**config.mk**
```make
export PLATFORM = sky130hd
export DESIGN_NAME = fifo_rr_arb
export DESIGN_NICKNAME = d
export VERILOG_FILES = /design/src/rtl/fifo_rr_arb_pkg.sv /design/src/rtl/fifo_rr_arb_fifoctrl.sv /design/src/rtl/fifo_rr_arb.sv
export SDC_FILE = /design/constraint.sdc
export NUM_CORES = 1
export LEC_CHECK = 0
export BUFFER_PORTS_ARGS = -buffer_cell sky130_fd_sc_hd__buf_4
export CAP_MARGIN = 20
export CORE_MARGIN = 2
export CORE_UTILIZATION = 40
export CTS_CLUSTER_SIZE = 28
export DETAILED_ROUTE_END_ITERATION = 10
export GPL_ROUTABILITY_DRIVEN = 0
export PLACE_DENSITY = 0.62
export SYNTH_ARGS = -nofsm -noshare
export SYNTH_HDL_FRONTEND = slang
export SYNTH_SLANG_ARGS = --single-unit
```
**constraint.sdc**
```tcl
create_clock -name clk -period 9.3 [get_ports clk]
set_clock_uncertainty 0.15 [all_clocks]
set_input_delay 1.395 -clock clk [delete_from_list [all_inputs] [get_ports clk]]
set_output_delay 1.395 -clock clk [all_outputs]
set_load 0.05 [all_outputs]
```
**src/rtl/fifo_rr_arb_pkg.sv**
```systemverilog
`default_nettype none
// ============================================================================
// Module   : fifo_rr_arb_pkg
// Purpose  : Shared constants and helpers for the round-robin FIFO writer.
// Revision : 1.0 - initial release
// ============================================================================
package fifo_rr_arb_pkg;

    localparam int MAX_REQ = 8;

    function automatic int ptr_width(input int size);
        return $clog2(size) + 1;
    endfunction

    // One-hot round-robin pick: first set request after 'last', modulo n.
    function automatic logic [MAX_REQ-1:0] rr_select(
        input logic [MAX_REQ-1:0] req,
        input int                 n,
        input int                 last
    );
        logic [MAX_REQ-1:0] g;
        logic               found;
        logic [2:0]         idx;
        g     = '0;
        found = 1'b0;
        for (int i = 1; i <= MAX_REQ; i++) begin
            if ((i <= n) && !found) begin
                idx = 3'((last + i) % n);
                if (req[idx]) begin
                    g[idx] = 1'b1;
                    found  = 1'b1;
                end
            end
        end
        return g;
    endfunction

endpackage
`default_nettype wire

```
**src/rtl/fifo_rr_arb_fifoctrl.sv**
```systemverilog
`default_nettype none
// ============================================================================
// Module   : fifo_rr_arb_fifoctrl
// Purpose  : Pointer increment/wrap and full/empty decode for a circular FIFO.
// Revision : 1.0 - initial release
// ============================================================================
module fifo_rr_arb_fifoctrl
    import fifo_rr_arb_pkg::*;
#(
    parameter int SIZE = 5,
    parameter int PW   = ptr_width(SIZE)
) (
    input  logic [PW-1:0] wr_ptr,
    input  logic [PW-1:0] rd_ptr,
    output logic [PW-1:0] wr_ptr_next,
    output logic [PW-1:0] rd_ptr_next,
    output logic          full,
    output logic          empty
);

    // Explicit wrap at SIZE so non-power-of-two rings work.
    assign wr_ptr_next = (wr_ptr == PW'(SIZE - 1)) ? '0 : wr_ptr + PW'(1);
    assign rd_ptr_next = (rd_ptr == PW'(SIZE - 1)) ? '0 : rd_ptr + PW'(1);

    assign full  = (wr_ptr_next == rd_ptr);
    assign empty = (wr_ptr == rd_ptr);

endmodule
`default_nettype wire

```
**src/rtl/fifo_rr_arb.sv**
```systemverilog
`default_nettype none
// ============================================================================
// Module   : fifo_rr_arb
// Purpose  : Circular FWFT FIFO whose write port is shared round-robin.
// Revision : 1.0 - initial release
// ============================================================================
module fifo_rr_arb
    import fifo_rr_arb_pkg::*;
#(
    parameter int SIZE  = 5,
    parameter int WIDTH = 8,
    parameter int NREQ  = 4
) (
    input  logic                    clk,
    input  logic                    rst,
    input  logic [NREQ-1:0]         req,
    input  logic [NREQ*WIDTH-1:0]   din,
    output logic [NREQ-1:0]         gnt,
    input  logic                    rd,
    output logic [WIDTH-1:0]        dout,
    output logic                    full,
    output logic                    empty,
    output logic [$clog2(SIZE):0]   count,
    output logic                    rd_err
);

    localparam int PW    = ptr_width(SIZE);
    localparam int AW    = PW - 1;
    localparam int DEPTH = 1 << AW;
    localparam int LW    = (NREQ > 1) ? $clog2(NREQ) : 1;

    logic [PW-1:0]      wr_ptr_q, wr_ptr_d, wr_ptr_next;
    logic [PW-1:0]      rd_ptr_q, rd_ptr_d, rd_ptr_next;
    logic [PW-1:0]      count_q, count_d;
    logic [LW-1:0]      last_q, last_d;
    logic               rd_err_q, rd_err_d;
    logic [WIDTH-1:0]   mem_q [DEPTH];

    logic [MAX_REQ-1:0] req_ext;
    logic [MAX_REQ-1:0] sel;
    logic [WIDTH-1:0]   wdata;
    logic [LW-1:0]      gidx;
    logic               wr_en;
    logic               rd_en;

    fifo_rr_arb_fifoctrl #(
        .SIZE (SIZE),
        .PW   (PW)
    ) u_ctrl (
        .wr_ptr      (wr_ptr_q),
        .rd_ptr      (rd_ptr_q),
        .wr_ptr_next (wr_ptr_next),
        .rd_ptr_next (rd_ptr_next),
        .full        (full),
        .empty       (empty)
    );

    always_comb begin
        req_ext           = '0;
        req_ext[NREQ-1:0] = req;
    end

    assign sel = rr_select(req_ext, NREQ, int'(last_q));
    // No full bypass: a same-cycle pop never frees a slot for this edge's write.
    assign gnt = (!rst && !full) ? sel[NREQ-1:0] : '0;

    always_comb begin
        wdata = '0;
        gidx  = '0;
        for (int k = 0; k < NREQ; k++) begin
            if (gnt[k]) begin
                wdata = din[k*WIDTH +: WIDTH];
                gidx  = LW'(k);
            end
        end
    end

    assign wr_en = |gnt;
    assign rd_en = rd && !empty;

    always_comb begin
        wr_ptr_d = wr_en ? wr_ptr_next : wr_ptr_q;
        rd_ptr_d = rd_en ? rd_ptr_next : rd_ptr_q;
        last_d   = wr_en ? gidx : last_q;
        rd_err_d = rd_err_q | (rd & empty);
        count_d  = count_q;
        case ({wr_en, rd_en})
            2'b10:   count_d = count_q + PW'(1);
            2'b01:   count_d = count_q - PW'(1);
            default: count_d = count_q;
        endcase
    end

    always_ff @(posedge clk) begin
        if (rst) begin
            wr_ptr_q <= '0;
            rd_ptr_q <= '0;
            count_q  <= '0;
            last_q   <= LW'(NREQ - 1);
            rd_err_q <= 1'b0;
        end else begin
            wr_ptr_q <= wr_ptr_d;
            rd_ptr_q <= rd_ptr_d;
            count_q  <= count_d;
            last_q   <= last_d;
            rd_err_q <= rd_err_d;
        end
    end

    always_ff @(posedge clk) begin
        if (wr_en) begin
            mem_q[wr_ptr_q[AW-1:0]] <= wdata;
        end
    end

    assign dout   = mem_q[rd_ptr_q[AW-1:0]];
    assign count  = count_q;
    assign rd_err = rd_err_q;

endmodule
`default_nettype wire
```
==> impl_results.md <==
* TNS Setup at 0 ns
* Crit. End Element: primary output
* Max Cap Viol at 0
* Final worst slack at 4.16 ns
* Arr. time, crit path at 3.59 ns
* Synth cell types at 52
* Hold Violations, Final at 0
* Antenna cells at 0
* Setup WS pre-CTS at 4.17 ns
* Number of global-route vias before repair at 2,643
* First-pass GRT wire length at 14.6 mm
* WL met3 at 536 µm
* Drt total wl at 9.40 mm
* Core Area at 10,100 µm²
* Status: finished clean
* Largest net degree at the start of global routing at 17
* Commonest non-fill, non-tap cell in the layout: buf_4
* Post-synthesis sequential area ratio at 55.4%
* Starting density of the core at 40.6%
* Worst-Margin Slew at 0.807 ns
* Setup violations, final at 0
* Leak at 1.86 nW
* CTS tree: done
* Min-delay src: rd_err$_SDFF_PP0_
* Max Fanout on Critical Path at 11
* Slew Limit Fails at 0
* CTS root buffer: clkbuf_8
* Metal-1 WL at 4.31 mm
* Starting DRT DRC Count at 229
* DR top layer: met4
* RSZ-0062 raised after global routing: false
* Clock transition at path regs at 0.09 ns
* Yosys warnings at 0
* HPWL after detailed placement at 6.68 mm
* Number of vias per cell at 5.52
* Buffers on Ports at 57
* Mapped Area at 4120 µm²
* DR WL/cell at 19.3 µm
* Layout Nets at 400
* CP startpoint kind: primary input
* Die width at 105 µm
* Power Total at 1.74 mW
* Worst vdd ir at 0.181 mV
* FF+latch count, synth at 82
* Syn_nets at 336
* Ratio of cells with drive above 1 in the final layout at 37.6%
* Synth Flop Type: edfxtp_1
* Antenna violations before repair at 0
* Congestion Overflow GR at 0
* GRT Util Overall at 17.8%
* Max Clk Rate at 0.195 GHz
* Fin crit share at 55.2%
* Post-route ant nets at 0
* Most frequent cells in the layout: 65 x buf_4, 64 x edfxtp_1, 19 x mux4_2, 18 x dfxtp_1, 15 x ha_1
* Critical path launch point: req[2]
* Relative slew margins at 46.1%
* Worst Hold Class: flop to flop
* DRC at 0
* Fillers at 899
* Met2 WL at 4.44 mm
* Synth Area per Inst at 14.6 µm²
* Setup Crit Path Kind: primary input to primary output
* CTS Sinks at 82
* First-pass DRT Iterations at 5
* Die area at 11,100 µm²
* Post-CTS setup buffer count at 0
* WP data required at 7.76 ns
* Clock Tree Buf Depth at 2
* RR Startpoint: last_q[0]$_SDFFE_PP1P_
* Worst skew pair latency at 0.35 ns
* Ports at 58
* Hold_buf cts at 0
* Num CTS Buffers at 9
* Site Rows at 37
* Pwr Density at 352 nW/µm²
* Fin crit period at 5.14 ns
* Cts repair resizes at 0
* Gate Count Post-Synth at 282
* Die Y at 105 µm
* # H-tree levels at 3
* Layout area overhead at 19.9%
* EDFF count, synth at 64
* Total number of vias at 2,690
* FFs w/ async S/R, synth at 0%
==> worst paths after layout <==
check / cells after the start / endpoint / slack, ns
worst min-delay path: 2 / rd_err$_SDFF_PP0_ / 0.35
worst max-delay path: 6 / gnt[2] / 4.16
worst min register to register: 2 / rd_err$_SDFF_PP0_ / 0.35
worst max register to register: 16 / count[2]$_SDFFE_PP0P_ / 4.71
==> stage by stage <==
| step | utilization (%) | instance area [µm²] | instances | hold slack (ns) |
|---|---|---|---|---|
| after global placement | 46.4 | 4710 | 469 | 0.305 |
| after floorplan | - | 4120 | 282 | 0.404 |
| after CTS | 48.6 | 4930 | 486 | 0.347 |
| after detailed placement | 46.7 | 4730 | 470 | 0.314 |
| final | 48.7 | 4940 | 487 | 0.346 |
| after global routing | 48.7 | 4940 | 487 | 0.404 |
==> worst max-delay path: stages <==
cell and delay, ns:
buf_4 0.12, mux4_2 0.59, nor4b_4 0.50, a221oi_4 0.21, nor3_4 0.47, buf_4 0.30
==> cells by family (layout without fill, tap and decap cells) <==
logic type	count (synthesis)	count (layout)	synth area share, %
simple gates	65	65	10.2
fa+ha+maj	15	15	4.56
xor+xnor	12	12	2.55
buf+inv	25	94	2.71
mux	32	32	14.3
compound gates	51	51	10.3
flops	82	82	55.4
==> flip-flops by register name, indices dropped and copies added (netlist names), named ones only <==
name,flops
wr_ptr_q,4
rd_ptr_q,4
count,4
mem_q,64
rd_err,1
last_q,2
==> per-layer routing <==
layer  vias to the layer above  GRT usage, %
met1                      1346          24.6
met4                         0          6.10
met2                        82          27.6
li1                       1253             -
met5                         -             0
met3                         9          4.08
==> final cells by class <==
class | instances | area, µm² | area share [%]
sequential | 82 | 2280 | 46.2
multi-input combinational | 175 | 1720 | 34.9
inverter | 12 | 50.0 | 1.01
tap | 136 | 170 | 3.45
timing repair buffer | 66 | 515 | 10.4
clock inverter | 6 | 67.6 | 1.37
clock buffer | 10 | 128 | 2.59
==> power by group <==
group	switching, mW	internal, mW	total, mW
Clock	0.129	0.125	0.254
Sequential	0.0567	0.521	0.578
Combinational	0.555	0.348	0.903
==> synthesized netlist by cell type, drive strengths merged, types with 9 or more instances <==
master,n,area [µm²]
a221o,11,114
dfxtp,18,360
mux2,9,105
xor2,9,78.8
a21oi,10,50.1
inv,11,41.3
edfxtp,64,1920
nand2,13,56.3
nor2,14,52.6
mux4,20,454
o21ai,9,48.8
ha,15,188
Power figures use the tool's default switching activity.
